[src/rtl/fpu_add_pkg.sv]
// fpu_add_pkg: single-precision field layout and shared helpers for the add-share block.
// Rev 1.0
`default_nettype none

package fpu_add_pkg;
   localparam int FP_W       = 32;
   localparam int EXPO_W     = 8;
   localparam int SIGNIF_W   = 23;
   localparam int SIGNIF_LSB = 0;
   localparam int EXPO_LSB   = SIGNIF_W;
   localparam int SIGN_POS   = FP_W - 1;

   // All-ones exponent with a non-zero significand.
   function automatic logic is_nan(input logic [FP_W-1:0] word);
      return (&word[EXPO_LSB +: EXPO_W]) && (|word[SIGNIF_LSB +: SIGNIF_W]);
   endfunction

   function automatic logic [31:0] rr_next(input logic [31:0] ptr, input logic [31:0] n);
      return ((ptr + 32'd1) >= n) ? 32'd0 : (ptr + 32'd1);
   endfunction
endpackage

`default_nettype wire

[src/rtl/fpadd_rr_arbiter.sv]
// fpadd_rr_arbiter: N_REQ-way round-robin grant with its own rotating pointer.
// Rev 1.0
`default_nettype none

module fpadd_rr_arbiter
   import fpu_add_pkg::*;
#(
   parameter int N_REQ = 4,
   localparam int ID_W = $clog2(N_REQ)
) (
   input  logic             clk,
   input  logic             rst_n,
   input  logic [N_REQ-1:0] i_req,
   input  logic             i_hold,
   output logic [N_REQ-1:0] o_grant,
   output logic [ID_W-1:0]  o_grant_id,
   output logic             o_grant_vld
);

   logic [ID_W-1:0] r_ptr;
   logic [ID_W-1:0] w_cand;
   logic [ID_W-1:0] w_id;

   // Scan from the far end back toward the pointer so the nearest valid lane wins.
   always_comb begin
      w_id   = '0;
      w_cand = '0;
      for (int k = N_REQ - 1; k >= 0; k--) begin
         w_cand = ID_W'((int'(r_ptr) + k) % N_REQ);
         if (i_req[w_cand]) begin
            w_id = w_cand;
         end
      end
   end

   assign o_grant_vld = (|i_req) & ~i_hold;
   assign o_grant_id  = w_id;
   assign o_grant     = o_grant_vld ? (N_REQ'(1) << w_id) : '0;

   always_ff @(posedge clk or negedge rst_n) begin
      if (!rst_n) begin
         r_ptr <= '0;
      end else if (o_grant_vld) begin
         r_ptr <= ID_W'(rr_next(32'(w_id), 32'(N_REQ)));
      end
   end

endmodule

`default_nettype wire

[src/rtl/fpadd_share_arbiter.sv]
// fpadd_share_arbiter: round-robin sharing of one combinational FP add/sub among N_REQ lanes.
// Rev 1.0
`default_nettype none

module fpadd_share_arbiter
   import fpu_add_pkg::*;
#(
   parameter int N_REQ        = 4,
   parameter int EXTRA_STAGES = 0,
   parameter int CNT_W        = 16,
   localparam int ID_W        = $clog2(N_REQ)
) (
   input  logic                  clk,
   input  logic                  rst_n,
   input  logic [N_REQ-1:0]      req_valid,
   output logic [N_REQ-1:0]      req_ready,
   input  logic [FP_W*N_REQ-1:0] req_a,
   input  logic [FP_W*N_REQ-1:0] req_b,
   input  logic [N_REQ-1:0]      req_sub,
   input  logic                  hold,
   output logic [FP_W-1:0]       add_a,
   output logic [FP_W-1:0]       add_b,
   output logic                  add_sub,
   input  logic [FP_W-1:0]       add_c,
   output logic                  resp_valid,
   output logic [ID_W-1:0]       resp_id,
   output logic [FP_W-1:0]       resp_data,
   output logic                  busy,
   input  logic                  nan_clr,
   output logic [CNT_W-1:0]      nan_count
);

   logic [ID_W-1:0]   w_gid;
   logic              w_gnt_vld;
   logic              w_nan_hit;

   logic              r_s0_valid;
   logic [ID_W-1:0]   r_s0_id;
   logic [FP_W-1:0]   r_add_a;
   logic [FP_W-1:0]   r_add_b;
   logic              r_add_sub;

   // Index 0 is the result register right after the datapath; the last index feeds resp_*.
   logic [EXTRA_STAGES:0] r_pv;
   logic [ID_W-1:0]       r_pid [EXTRA_STAGES+1];
   logic [FP_W-1:0]       r_pd  [EXTRA_STAGES+1];

   logic [CNT_W-1:0]  r_nan_cnt;

   fpadd_rr_arbiter #(
      .N_REQ (N_REQ)
   ) u_arb (
      .clk         (clk),
      .rst_n       (rst_n),
      .i_req       (req_valid),
      .i_hold      (hold),
      .o_grant     (req_ready),
      .o_grant_id  (w_gid),
      .o_grant_vld (w_gnt_vld)
   );

   always_ff @(posedge clk or negedge rst_n) begin
      if (!rst_n) begin
         r_s0_valid <= 1'b0;
         r_s0_id    <= '0;
         r_add_a    <= '0;
         r_add_b    <= '0;
         r_add_sub  <= 1'b0;
         r_pv       <= '0;
         for (int s = 0; s <= EXTRA_STAGES; s++) begin
            r_pid[s] <= '0;
            r_pd[s]  <= '0;
         end
      end else if (!hold) begin
         r_s0_valid <= w_gnt_vld;
         if (w_gnt_vld) begin
            r_s0_id   <= w_gid;
            r_add_a   <= req_a[FP_W*w_gid +: FP_W];
            r_add_b   <= req_b[FP_W*w_gid +: FP_W];
            r_add_sub <= req_sub[w_gid];
         end
         r_pv[0]  <= r_s0_valid;
         r_pid[0] <= r_s0_id;
         r_pd[0]  <= add_c;
         for (int s = 1; s <= EXTRA_STAGES; s++) begin
            r_pv[s]  <= r_pv[s-1];
            r_pid[s] <= r_pid[s-1];
            r_pd[s]  <= r_pd[s-1];
         end
      end
   end

   assign add_a      = r_add_a;
   assign add_b      = r_add_b;
   assign add_sub    = r_add_sub;

   // A held result stays in the last stage and is shown once hold drops.
   assign resp_valid = r_pv[EXTRA_STAGES] & ~hold;
   assign resp_id    = r_pid[EXTRA_STAGES];
   assign resp_data  = r_pd[EXTRA_STAGES];
   assign busy       = r_s0_valid | (|r_pv);

   assign w_nan_hit  = resp_valid & is_nan(resp_data);

   always_ff @(posedge clk or negedge rst_n) begin
      if (!rst_n) begin
         r_nan_cnt <= '0;
      end else if (nan_clr) begin
         r_nan_cnt <= '0;
      end else if (w_nan_hit && !(&r_nan_cnt)) begin
         r_nan_cnt <= r_nan_cnt + CNT_W'(1);
      end
   end

   assign nan_count = r_nan_cnt;

endmodule

`default_nettype wire

[config.mk]
export PLATFORM = sky130hd
export DESIGN_NAME = fpadd_share_arbiter
export DESIGN_NICKNAME = d
export VERILOG_FILES = /design/src/rtl/fpu_add_pkg.sv /design/src/rtl/fpadd_rr_arbiter.sv /design/src/rtl/fpadd_share_arbiter.sv
export SDC_FILE = /design/constraint.sdc
export NUM_CORES = 1
export LEC_CHECK = 0
export CORE_AREA = 2 2 162 164
export CTS_CLUSTER_DIAMETER = 60
export DETAILED_ROUTE_END_ITERATION = 10
export DIE_AREA = 0 0 164 166
export PLACE_DENSITY = 0.65
export SYNTH_ARGS = -nofsm -noshare
export SYNTH_HDL_FRONTEND = slang
export SYNTH_SLANG_ARGS = --single-unit
[constraint.sdc]
create_clock -name clk -period 3 [get_ports clk]
set_clock_uncertainty 0.2 [all_clocks]
set_input_delay 0.75 -clock clk [delete_from_list [all_inputs] [get_ports clk]]
set_output_delay 0.75 -clock clk [all_outputs]
set_load 0.05 [all_outputs]
# After elaboration in Yosys (flattened, before gate mapping)
# Index checks and enable logic that the tools add are counted.
# totals
reg_bits	121
input_bits	300
elab_cells	56
# op_classes
n_addsub	5
magnitude_cmp	6
shift	3
muxes	18
n_bitwise	5
n_reduce_logical	9
# op_table
cell	count
128-bit by 8-bit variable part select with 32-bit output	2
16-bit 2-to-1 mux	2
23-bit OR reduction	1
16-bit by 1-bit adder with 16-bit output, second input constant	1
16-bit AND reduction	1
2-bit by 3-bit < comparator with 1-bit output, second input constant	5
1-bit binary-select mux with 2-bit select	5
2-bit 2-to-1 mux	5
8-bit AND reduction	1
1-bit 2-to-1 mux	5
2-bit adder, second input constant	2
4-bit 2-to-1 mux	1
4-bit OR reduction	1
1-bit by 2-bit << shifter with 4-bit output, first input constant	1
2-bit by 1-bit adder with 3-bit output, second input constant	1
1-bit bitwise AND	3
3-bit >= comparator, second input constant	1
2-bit by 1-bit adder with 2-bit output, second input constant	1
1-bit logical AND	2
2-bit AND reduction	1
2-bit nonzero test	1
1-bit zero test	1
1-bit inverter	1
1-bit OR	1

# Depth between registers and ports, before layout
# Gate-level depths: netlist (run 1).
# depth
word_depth	10
depth_mapped	11

# Hierarchy
# A second synthesis (run 1) with hierarchy kept.
# unflattened
cells_unflattened	438
hier_area_um2	6560.0
# by_module_without_submodules
mod	instances	cells_each	area_each_um2	seq_area_each_um2
fpadd_share_arbiter	1	408	6292.3	2977.9
fpadd_rr_arbiter	1	30	267.8	50.0

# Worst setup path before layout (run 1)
# OpenSTA, ideal clock, no wires.
# synth_timing
path_kind	input -> output
from	in req_valid[0]
to	out req_ready[3]
arrival_time_ps	2357
setup_slack_ps	-307
stages	10
path_cell_list	nor2b_1 > a21oi_1 > nor2_1 > a211o_1 > buf_2 > buf_6 > buf_4 > inv_1 > ha_1 > and2_1
# synth_between
elab_chain_cells	8
word_cells_on_any_way	16
cone_classes	1 x shift; 13 x mux; 1 x bitwise; 1 x reduce/logical
# synth_lines
element	line_no	text
start: declaration	fpadd_share_arbiter.sv:15	input logic [N_REQ-1:0] req_valid,
1-bit binary-select mux with 2-bit select	fpadd_rr_arbiter.sv:30	if (i_req[w_cand]) begin
1-bit 2-to-1 mux (not written as such)	fpadd_rr_arbiter.sv:30	
2-bit 2-to-1 mux (3 in a row)	fpadd_rr_arbiter.sv:30	
2-bit 2-to-1 mux (*)	fpadd_rr_arbiter.sv:30	
named net u_arb.o_grant_id[0]	fpadd_rr_arbiter.sv:16	output logic [ID_W-1:0] o_grant_id,
1-bit by 2-bit << shifter with 4-bit output (*)	fpadd_rr_arbiter.sv:38	assign o_grant = o_grant_vld ? (N_REQ'(1) << w_id) : '0;
4-bit 2-to-1 mux (*)	fpadd_rr_arbiter.sv:38	
end: declaration	fpadd_share_arbiter.sv:16	output logic [N_REQ-1:0] req_ready,
# Mark *: on every way through the listed nets, which the timed path passes. The rest lies on a longest branch. The select of a mux whose other input is x is not followed.

# Final worst setup path (run 1)
# layout_timing
from	in req_valid[1]
to	out req_ready[2]
# layout_between
elab_chain_cells	8
word_cells_on_any_way	16
cone_classes	1 x shift; 13 x mux; 1 x bitwise; 1 x reduce/logical
# layout_lines
element	line_no
1-bit binary-select mux with 2-bit select	fpadd_rr_arbiter.sv:30
1-bit 2-to-1 mux (not written as such)	fpadd_rr_arbiter.sv:30
2-bit 2-to-1 mux (4 in a row)	fpadd_rr_arbiter.sv:30
1-bit by 2-bit << shifter with 4-bit output	fpadd_rr_arbiter.sv:38
4-bit 2-to-1 mux (*)	fpadd_rr_arbiter.sv:38
# Mark *: on every way between the ends. The rest lies on a longest branch, timed or not. The select of a mux whose other input is x is not followed.

==> out/results.tsv, run 1 <==
metric	value	unit
status	finished, final reports clean	
RR Startpoint	resp_data[16]	
Commonest cells post-synth	mux2i_1 (130), dfrtp_1 (121), nand2_1 (87), o221ai_1 (65), mux2_2 (35)	
Seq/Total Area, Yosys	0.462	
static leakage	5.00	nW
root buffer cell	clkbuf_16	
maximum root-to-sink buffer count	2	
largest family of logic cells by synthesized area	multiplexers	
first-pass GRT wire length	38600	um
Clock Latency Late Sink	0.41	ns
Compound-Gate Fraction of Synth Area	0.106	
Die H	166	um
ys flop type	dfrtp_1	
Final min period	2.94	ns
Worst Path Required	2.05	ns
Setup crit start	req_valid[1]	
xor and xnor area share after synthesis	0.0134	
Tcrit/Tclk final	0.981	
Final setup viols	0	
largest net degree at the start of global routing	122	
Avg Cell Area, Syn	11.1	um^2
GRT overflow	0	
Core Rows	59	
Crit Path Class	primary input to output pin	
Clk pin slew, worst setup/hold paths	0.06	ns
worst vdd ir	0.000393	V
post-synthesis cell type count	44	
mux share of post-synthesis cell area	0.261	
top post-synthesis cells by area	dfrtp_1 (46%), mux2i_1 (20%), o221ai_1 (8.7%), mux2_2 (6.0%), nand2_1 (5.0%)	
DP Worst Slack	-0.318	ns
most frequent cell after synthesis	mux2i_1	
Top Ports	421	
CTS Sinks	121	
Total Wirelength	25600	um
startpoint types	primary input	
count of final hold-check violations	0	
antenna violation net count after detailed routing	0	
core footprint	25600	um^2
initial drt markers	316	
Power Density	736	nW/um^2
full die area	27200	um^2
Synth Cell Area	6550	um^2
Setup crit end kind	output pin	
Setup WS post-layout	0.0571	ns
Synth area leader	dfrtp_1	
Via Count	6407	
Final GP Congestion	0.874	
synth warn	0	
Final Util	0.464	
number of detailed-route iterations in the first pass	4	
H-tree depth	4	
Cells after Synth	590	
Slew Limit Fails	0	
flops & latches, synth	121	
area grow syn2layout	81.3	%
# fillers	2372	
IO Port Bufs	420	
total CTS buffers	17	
HP Class	primary input to async pin	
initial antenna violation count	2	
CP max FO	5	
Max Freq	340	MHz
chip width	164	um
Synth Area in Simple Gates	0.106	
CTS tree	yes	
final net count	1314	
vias in the first global route	6540	
Vias/cell	4.72	
Post-DP HPWL	19300	um
Adder-Cell Fraction of Synth Area	0.00955	
Starting Density	0.256	
worst slew pin tran	0.690	ns
RSZ-0062 raised after global routing	no	
relative slew slack	0.540	
Hold Buf Count CTS	0	
antenna cells	0	
Worst Path Arrival	1.99	ns
Post-synth EDFFs	0	
FFs w/ async S/R, synth	1.00	
Routed WL per cell	18.9	um
Post-route DRC	0	
GRT Overall Usage	0.186	
fraction of layout cells with a size suffix above 1	0.126	
# Max-Cap Violations	0	
Syn Nets	895	
area share of the largest cell type after synthesis	0.462	
-- per-layer routing --
| layer | vias to the layer above | GRT usage | routed length, um | part of all wire |
|---|---|---|---|---|
| met5 | - | 0 | 33 | 0.0013 |
| met1 | 3070 | 0.235 | 10600 | 0.41 |
| li1 | 3039 | - | - | - |
| met3 | 32 | 0.0440 | 1740 | 0.068 |
| met2 | 262 | 0.314 | 12700 | 0.50 |
| met4 | 4 | 0.0568 | 522 | 0.020 |
-- through the flow --
step / area [um^2] / cells / setup TNS (ns) / total power, mW / hold slack (ns)
3_3_place_gp: 11300 / 1322 / -3.95 / 6.68 / 0.256
5_1_grt: 11900 / 1356 / 0 / 9.17 / 0.280
2_1_floorplan: 6580 / 590 / 0 / 5.00 / 0.243
3_5_place_dp: 11300 / 1322 / -5.07 / 6.70 / 0.264
6_report: 11900 / 1356 / 0 / 8.74 / 0.250
4_1_cts: 11900 / 1355 / 0 / 8.84 / 0.277
-- critical path, stage by stage --
cell and delay [ns]:
dlygate4sd2_1 0.23, inv_2 0.05, a21oi_2 0.11, nor2_1 0.06
a211o_4 0.31, ha_2 0.19, and2_4 0.14, buf_12 0.14
-- flip-flops by register name (all words and copies together) (netlist names) --
| name | count |
|---|---|
| add_a | 32 |
| resp_data | 32 |
| r_s0_valid | 1 |
| add_sub | 1 |
| u_arb.r_ptr | 2 |
| nan_count | 16 |
| r_pv | 1 |
| add_b | 32 |
| r_s0_id | 2 |
| resp_id | 2 |
-- area by class of cell --
| class | instances | area [um^2] | share of cell area |
|---|---|---|---|
| Timing Repair Buffer | 446 | 4510 | 0.380 |
| Multi-Input combinational cell | 415 | 3300 | 0.278 |
| Sequential cell | 121 | 3030 | 0.255 |
| Clock buffer | 18 | 439 | 0.0370 |
| Tap cell | 335 | 419 | 0.0353 |
| Clock inverter | 13 | 144 | 0.0121 |
| Inverter | 8 | 32.5 | 0.00274 |
-- cells in the final DEF, fill, tap and decap left out, types with 2 or more instances in the layout --
master / instances
a21oi_1: 5
a21oi_2: 3
and2_4: 5
and4_1: 2
buf_12: 11
buf_4: 21
bufinv_16: 2
clkbuf_16: 17
clkdlybuf4s50_1: 410
clkinv_2: 3
clkinv_4: 4
dfrtp_1: 121
dlygate4sd2_1: 2
ha_1: 3
ha_2: 2
inv_1: 4
inv_2: 3
inv_6: 3
mux2_2: 35
mux2i_1: 130
nand2_1: 85
nand2_2: 2
nand3_1: 7
nand4_1: 2
nor2_1: 18
nor2b_1: 2
nor3_1: 5
nor4_1: 10
o21ai_0: 3
o221ai_1: 65
or3_1: 2
xnor2_1: 10
-- worst paths after layout --
check | to | slack (ns) | cells past startpoint
max | req_ready[2] | 0.06 | 8
min | nan_count[15] | 0.25 | 2
max reg2reg | nan_count[12] | 0.64 | 7
min reg2reg | r_s0_id[1] | 0.28 | 2
max in group asynchronous | add_a[1] | 1.83 | 2
min in group clk | r_s0_id[1] | 0.28 | 2
-- power breakdown --
part	switching (mW)	internal (mW)	total, mW
clock network	0.813	1.25	2.06
registers	0.267	2.04	2.30
logic	2.58	1.80	4.38
total	3.66	5.08	8.74
-- what timing repair did --
| item | in CTS | in global routing |
|---|---|---|
| cloned | 0 | 0 |
| setup endpoints to repair | 4 | 4 |
| gates resized for setup | 14 | 7 |
| setup buffers | 2 | 1 |
| pin swaps | 3 | 2 |
-- cell families after synthesis --
| family | Yosys count |
|---|---|
| adders and majority gates | 5 |
| AOI/OAI and AO/OA | 84 |
| xor gates and xnor gates | 10 |
| muxes | 166 |
| and+or+nand+nor | 150 |
| DFF | 121 |
| buffers and inverters | 54 |
Note: power is estimated with default switching activity, not from simulation.
==> inputs of run 2 (changes only) <==
--- a/config.mk
+++ b/config.mk
@@ -13,3 +13,4 @@
 export SYNTH_ARGS = -nofsm -noshare
 export SYNTH_HDL_FRONTEND = slang
 export SYNTH_SLANG_ARGS = --single-unit
+export TNS_END_PERCENT = 20
==> results of run 2 <==
The final DEF is identical to that of run 1; final timing and power are the same.
==> inputs of run 3 (changes only) <==
--- a/config.mk
+++ b/config.mk
@@ -10,6 +10,7 @@
 export DETAILED_ROUTE_END_ITERATION = 10
 export DIE_AREA = 0 0 164 166
 export PLACE_DENSITY = 0.65
+export SLEW_MARGIN = 20
 export SYNTH_ARGS = -nofsm -noshare
 export SYNTH_HDL_FRONTEND = slang
 export SYNTH_SLANG_ARGS = --single-unit
==> results of run 3 <==
The final DEF is identical to that of run 1; final timing and power are the same.
